`config.mk`:
```
export PLATFORM = sky130hd
export DESIGN_NAME = readout_unit_flat
export DESIGN_NICKNAME = d
export VERILOG_FILES = /design/src/rtl/readout_unit_if.sv /design/src/rtl/readout_unit.sv /design/src/flat_wrapper.sv
export SDC_FILE = /design/constraint.sdc
export NUM_CORES = 1
export LEC_CHECK = 0
export BUFFER_PORTS_ARGS = -buffer_cell sky130_fd_sc_hd__buf_2
export CAP_MARGIN = 20
export CORE_MARGIN = 5
export CORE_UTILIZATION = 50
export DETAILED_ROUTE_END_ITERATION = 8
export HOLD_SLACK_MARGIN = 0.08
export MAX_ROUTING_LAYER = met4
export PLACE_DENSITY = 0.82
export SLEW_MARGIN = 20
export SYNTH_ARGS = -nofsm -noshare
export SYNTH_HDL_FRONTEND = slang
export SYNTH_SLANG_ARGS = --single-unit
```
`constraint.sdc`:
```
create_clock -name clk -period 2.2 [get_ports clk]
set_input_delay 0.44 -clock clk [delete_from_list [all_inputs] [get_ports clk]]
set_output_delay 0.44 -clock clk [all_outputs]
set_load 0.01 [all_outputs]
```
`src/rtl/readout_unit_if.sv`:
```
// BRAM read port plus valid/ready result stream between the readout sequencer and its neighbours.
interface readout_unit_if #(
    parameter int ADDR_WIDTH = 2,
    parameter int DATA_WIDTH = 16
);
    logic                  rd_en;
    logic [ADDR_WIDTH-1:0] rd_address;
    logic [DATA_WIDTH-1:0] rd_data;
    logic [DATA_WIDTH-1:0] out_data;
    logic                  out_valid;
    logic                  out_ready;
    logic                  out_last;

    modport master (
        output rd_en, rd_address, out_data, out_valid, out_last,
        input  rd_data, out_ready
    );

    modport slave (
        input  rd_en, rd_address, out_data, out_valid, out_last,
        output rd_data, out_ready
    );
endinterface

```
`src/rtl/readout_unit.sv`:
```
// Read-side sequencer: on a compute_ready rising edge, streams every BRAM word
// in ascending order over valid/ready, flagging the last word, then pulses done.
module readout_unit #(
    parameter int BRAM_DEPTH = 2,
    parameter int ADDR_WIDTH = 2,
    parameter int DATA_WIDTH = 16
) (
    input  logic          clk,
    input  logic          reset,
    input  logic          compute_ready,
    readout_unit_if.master bus,
    output logic          busy,
    output logic          done
);
    typedef enum logic [2:0] {
        S_IDLE,
        S_FETCH,
        S_WAIT,
        S_HOLD,
        S_DONE
    } state_t;

    localparam logic [ADDR_WIDTH-1:0] LAST_ADDR = ADDR_WIDTH'(BRAM_DEPTH - 1);

    state_t                state_q, state_d;
    logic [ADDR_WIDTH-1:0] cnt_q, cnt_d;
    logic                  cr_q;
    logic                  rd_en_q, rd_en_d;
    logic [DATA_WIDTH-1:0] out_data_q, out_data_d;
    logic                  out_valid_q, out_valid_d;
    logic                  out_last_q, out_last_d;
    logic                  busy_q, busy_d;
    logic                  done_q, done_d;
    logic                  start;

    assign start = compute_ready & ~cr_q & (state_q == S_IDLE);

    always_comb begin
        state_d     = state_q;
        cnt_d       = cnt_q;
        rd_en_d     = 1'b0;
        out_data_d  = out_data_q;
        out_valid_d = out_valid_q;
        out_last_d  = out_last_q;
        case (state_q)
            S_IDLE: begin
                if (start) begin
                    state_d = S_FETCH;
                    cnt_d   = '0;
                    rd_en_d = 1'b1;
                end
            end
            S_FETCH: state_d = S_WAIT;
            S_WAIT: begin
                // rd_data now reflects the address presented during FETCH
                state_d     = S_HOLD;
                out_data_d  = bus.rd_data;
                out_valid_d = 1'b1;
                out_last_d  = (cnt_q == LAST_ADDR);
            end
            S_HOLD: begin
                if (out_valid_q && bus.out_ready) begin
                    out_valid_d = 1'b0;
                    out_last_d  = 1'b0;
                    if (cnt_q == LAST_ADDR) begin
                        state_d = S_DONE;
                    end else begin
                        state_d = S_FETCH;
                        cnt_d   = cnt_q + 1'b1;
                        rd_en_d = 1'b1;
                    end
                end
            end
            S_DONE:  state_d = S_IDLE;
            default: state_d = S_IDLE;
        endcase
        // Status flags track the next state so they move on the same edge as it
        busy_d = (state_d != S_IDLE);
        done_d = (state_d == S_DONE);
    end

    always_ff @(posedge clk or negedge reset) begin
        if (!reset) begin
            state_q     <= S_IDLE;
            cnt_q       <= '0;
            cr_q        <= 1'b0;
            rd_en_q     <= 1'b0;
            out_data_q  <= '0;
            out_valid_q <= 1'b0;
            out_last_q  <= 1'b0;
            busy_q      <= 1'b0;
            done_q      <= 1'b0;
        end else begin
            state_q     <= state_d;
            cnt_q       <= cnt_d;
            cr_q        <= compute_ready;
            rd_en_q     <= rd_en_d;
            out_data_q  <= out_data_d;
            out_valid_q <= out_valid_d;
            out_last_q  <= out_last_d;
            busy_q      <= busy_d;
            done_q      <= done_d;
        end
    end

    assign bus.rd_en      = rd_en_q;
    assign bus.rd_address = cnt_q;
    assign bus.out_data   = out_data_q;
    assign bus.out_valid  = out_valid_q;
    assign bus.out_last   = out_last_q;
    assign busy           = busy_q;
    assign done           = done_q;
endmodule

```
`src/flat_wrapper.sv`:
```
// flat-port wrapper written by rule: the top's interface ports become plain ports
module readout_unit_flat 
#(
    parameter int BRAM_DEPTH = 2,
    parameter int ADDR_WIDTH = 2,
    parameter int DATA_WIDTH = 16
)
  (clk, reset, compute_ready, busy, done, bus_rd_en, bus_rd_address, bus_out_data, bus_out_valid, bus_out_last, bus_rd_data, bus_out_ready);
  readout_unit_if #(.ADDR_WIDTH(ADDR_WIDTH), .DATA_WIDTH(DATA_WIDTH)) bus_i ();
  input  logic clk;
  input  logic reset;
  input  logic compute_ready;
  output logic busy;
  output logic done;
  output wire logic [$bits(bus_i.rd_en)-1:0] bus_rd_en;
  output wire logic [$bits(bus_i.rd_address)-1:0] bus_rd_address;
  output wire logic [$bits(bus_i.out_data)-1:0] bus_out_data;
  output wire logic [$bits(bus_i.out_valid)-1:0] bus_out_valid;
  output wire logic [$bits(bus_i.out_last)-1:0] bus_out_last;
  input wire logic [$bits(bus_i.rd_data)-1:0] bus_rd_data;
  input wire logic [$bits(bus_i.out_ready)-1:0] bus_out_ready;
  assign bus_rd_en = bus_i.rd_en;
  assign bus_rd_address = bus_i.rd_address;
  assign bus_out_data = bus_i.out_data;
  assign bus_out_valid = bus_i.out_valid;
  assign bus_out_last = bus_i.out_last;
  assign bus_i.rd_data = bus_rd_data;
  assign bus_i.out_ready = bus_out_ready;
  readout_unit #(.BRAM_DEPTH(BRAM_DEPTH), .ADDR_WIDTH(ADDR_WIDTH), .DATA_WIDTH(DATA_WIDTH)) u_core (.clk(clk), .reset(reset), .compute_ready(compute_ready), .bus(bus_i), .busy(busy), .done(done));
endmodule
```
# Yosys cells after proc, flatten, opt, wreduce, memory -nomap -nowiden
# Cells that the tools add are included.
dict set report op_classes {
  add_sub_neg 1
  multipliers 0
  div 0
  order_cmp 0
  n_eq_ne 8
  n_shift 0
  n_mux 15
  bitwise_logic 3
  n_reduce_logical 7
}
# cell n
set ops {}
lappend ops {{$pmux 3 s4} 1}
lappend ops {{$mux 3} 3}
lappend ops {{$eq 3x2->1 const B} 2}
lappend ops {{$mux 2} 3}
lappend ops {{$pmux 1 s2} 3}
lappend ops {{$mux 1} 4}
lappend ops {{$ne 2x1->1 const B} 2}
lappend ops {{$pmux 2 s2} 1}
lappend ops {{$reduce_and 4->1} 1}
lappend ops {{$reduce_bool 2->1} 2}
lappend ops {{$eq 3x1->1 const B} 1}
lappend ops {{$eq 3x3->1 const B} 1}
lappend ops {{$logic_not 3->1} 1}
lappend ops {{$reduce_bool 3->1} 1}
lappend ops {{$add 2x1->2 const B} 1}
lappend ops {{$and 1x1->1} 2}
lappend ops {{$eq 2x1->1 const B} 1}
lappend ops {{$ne 2x2->1 const B} 1}
lappend ops {{$reduce_and 2->1} 1}
lappend ops {{$logic_and 1x1->1} 1}
lappend ops {{$not 1->1} 1}
dict set report totals {
  regBits 27
  latchBits 0
  ram_bits 0
  rom_bits 0
  in_bits 20
  out_inout_bits 23
  elab_cells 43
  memories 0
}

# Logic depth before layout (Yosys ltp)
dict set report logic_depth {
  ltp_word 6
  mapped_depth 5
  depth_no_buf 5
}

# Worst setup path before layout
# No wires, ideal clock.
dict set report synth_timing {
  path_kind {register to register}
  startpoint {reg u_core.state_q[2]}
  endpoint {reg u_core.out_data_q[15] (netlist: u_core.bus.out_data[15])}
  setup_ps 125
  t_arrival_ps 1149
  t_required_ps 2075
  slack_ps 926
  stages_incl_launch_ff 5
  cell_sequence {dfrtp_1 > nand2b_4 > nor2_8 > buf_12 > mux2_4}
}
dict set report synth_between {
  elab_chain_len 1
}
# element line
set synth_lines {}
lappend synth_lines {{start: declaration} readout_unit.sv:25} ;# state_t state_q, state_d;
lappend synth_lines {{start signal: assignment} readout_unit.sv:94} ;# state_q <= state_d;
lappend synth_lines {{$eq 3x2->1} readout_unit.sv:45} ;# case (state_q)
lappend synth_lines {{end signal: assignment} readout_unit.sv:98} ;# out_data_q <= out_data_d;
lappend synth_lines {{end: declaration} readout_unit.sv:29} ;# logic [DATA_WIDTH-1:0] out_data_q, out_data_d;
# Every way passes these cells.
# A chain may end at the register's enable or synchronous reset.

# Final worst setup path
dict set report layout_timing {
  startpoint {reg u_core.state_q[2]}
  endpoint {reg u_core.out_data_q[10] (netlist: u_core.bus.out_data[10])}
}
# The elaborated chain is that of the path after synthesis.

==> impl_metrics.json <==
{
  "syn_avg_cell_area_sq_um": 15.7,
  "row_count": 17,
  "crit_path_end_kind": "flop",
  "drt_wl_total_microns": 2020,
  "synth_nets": 91,
  "synth_warnings": 0,
  "cts_max_path_buffers": 2,
  "ys_types": 20,
  "cts.sinks": 27,
  "clock_latency_ns": 0.32,
  "ys_seq_area_share_pct": 61.6,
  "ctsResizeCount": 0,
  "gr-total-overflow": 0,
  "hold_path.class": "input port to asynchronous set/reset pin",
  "antenna_found_initial": 0,
  "p_total_uw": 1920,
  "async_flop_share_pct": 100,
  "dp_cells": 139,
  "via_count": 712,
  "setup_viol": 0,
  "ys_top_cells_by_area": "dfrtp_1 62%, mux2_4 12%, mux2_2 7.2%, buf_12 1.8%, nand3b_4 1.8%",
  "dieArea_sq_um": 3230,
  "grt_max_degree": 28,
  "critPathRequiredTime_ns": 2.43,
  "instances_no_fill": 143,
  "top_layer_used": "met4",
  "clockRootBuffer": "clkbuf_4",
  "synth_edf_count": 0,
  "crit_type": "flop to flop",
  "io_buffer_count": 42,
  "die_w_microns": 56.8,
  "fin_util_pct": 62.8,
  "timing.rr.end": "u_core.bus.out_data[10]",
  "tightest_slew_ns": 0.571,
  "wl_per_cell_microns": 14.1,
  "drive_gt1_share_pct": 59.1,
  "dr_wl_met2_microns": 961,
  "grt_pass1_vias": 741,
  "fin_nets": 137,
  "power_density_nw_per_um2": 1420,
  "p_leak_uw": 0.000691,
  "synthFlopType": "dfrtp_1",
  "skew_ns": 0.00508,
  "io_pins": 43,
  "fin_crit_sh_pct": 63.2,
  "hold_buffers": 0,
  "period_needed_ns": 1.39,
  "maxCapViolations": 0,
  "drt-met1-wl_microns": 829,
  "clk_pin_slew_ns": 0.14,
  "largest_reg_flops": 16,
  "die_h_microns": 56.8,
  "syn_to_final_growth_pct": 23.1,
  "gp_congestion": 0.712,
  "antenna_left": 0,
  "diodes": 0,
  "hold_viol": 0,
  "status": "completed",
  "synthesis.area_sq_um": 1100,
  "post_cts_buffers": 0,
  "routed_via_density": 4.98,
  "cts_max_level": 1,
  "hpwl_microns": 1540,
  "rsz0062_at_grt": "no",
  "cp.arrival_ns": 1.62,
  "rr_worst_depth": 3,
  "peakVddDrop_uv": 786,
  "tritoncts": "built",
  "ys_ff_latch": 27,
  "post-route-drc-count": 0,
  "grt.total_usage_pct": 13.9,
  "cp-start-kind": "flop",
  "initial_core_util_pct": 51.0,
  "fin_tns_setup_ns": 0,
  "drtIter0Drc": 12,
  "drt_pass1_iterations": 4,
  "yosysTopAreaCell": "dfrtp_1",
  "grt_pass1_wl_microns": 3440,
  "synth_top_area_share_pct": 61.6,
  "wl_met3_microns": 200,
  "fmax_ghz": 0.719,
  "core-area_sq_um": 2150,
  "ff2ff_setup_slack_ns": 0.81,
  "r2r-start": "u_core.state_q[2]",
  "cts-buffers-inserted": 3,
  "slew_headroom_pct": 61.9,
  "worstPathMaxFanout": 17,
  "synth_cells": 70,
  "drv_slew": 0
}
[cells in the final DEF (no fill, tap or decap), types with 2 or more instances in the layout]
cell type	count
mux2_2	7
nand2_1	4
o21ai_0	4
mux2_4	9
dfrtp_1	27
nor2_1	4
buf_2	42
nand3_1	2
clkbuf_4	3
[metrics by stage]
| step | hold WS (ns) | cell area, sq um | setup WS (ns) |
|---|---|---|---|
| 2_1_floorplan | 0.144 | 1100 | 0.926 |
| 3_3_place_gp | 0.459 | 1320 | 0.847 |
| 3_5_place_dp | 0.469 | 1320 | 0.790 |
| 4_1_cts | 0.107 | 1350 | 0.783 |
| 5_1_grt | 0.142 | 1350 | 0.712 |
| 6_report | 0.0848 | 1350 | 0.810 |
[Yosys cell counts, types with 2 or more instances]
| library cell | n |
|---|---|
| dfrtp_1 | 27 |
| mux2_4 | 9 |
| mux2_2 | 7 |
| nand2_1 | 4 |
| nor2_1 | 4 |
| o21ai_0 | 4 |
| nand3_1 | 2 |
[logic make-up (layout without fill, tap and decap cells)]
group | after synthesis | count (layout) | synth area share, %
adders and majority gates | 1 | 1 | 1.14
AOI/OAI and AO/OA | 9 | 9 | 5.48
and+or+nand+nor | 15 | 15 | 10.0
buffers and inverters | 2 | 47 | 2.17
muxes | 16 | 16 | 19.5
DFF | 27 | 27 | 61.6
[critical path: stages (launching register included)]
cell and delay, ns:
dfrtp_1 0.44, nand2b_4 0.19, nor2_8 0.30, mux2_2 0.38
[area by class of cell]
cell class,count,area [sq um]
multi-input cells,41,397
inverters,1,3.75
repair buffers,42,210
fillers,193,800
flip-flops and latches,27,676
clock buffers,3,22.5
clock inverters,1,5.00
well taps,28,35.0
[where the power goes]
group          internal [uW]  leakage (uW)  switching, uW
Sequential               712      0.000319            134
Clock                   68.2     0.0000177            141
Combinational            471      0.000355            391
[worst max-delay path by stage]
stage                            startpoint                      end  slack (ns)  cells past startpoint
after global placement    u_core.state_q[2]  u_core.bus.out_data[13]        0.85                      3
after global routing      u_core.state_q[2]  u_core.bus.out_data[10]        0.71                      3
after floorplan           u_core.state_q[2]  u_core.bus.out_data[15]        0.93                      4
final                     u_core.state_q[2]  u_core.bus.out_data[10]        0.81                      3
after CTS                 u_core.state_q[2]  u_core.bus.out_data[10]        0.78                      3
after detailed placement  u_core.state_q[2]  u_core.bus.out_data[12]        0.79                      3
[metal layers]
metal / global-route usage (%) / vias up
met5: - / -
met4: 4.97 / 0
met3: 3.45 / 4
met2: 22.4 / 29
met1: 16.9 / 342
li1: - / 337
No activity file was read; power rests on OpenSTA's default activity.
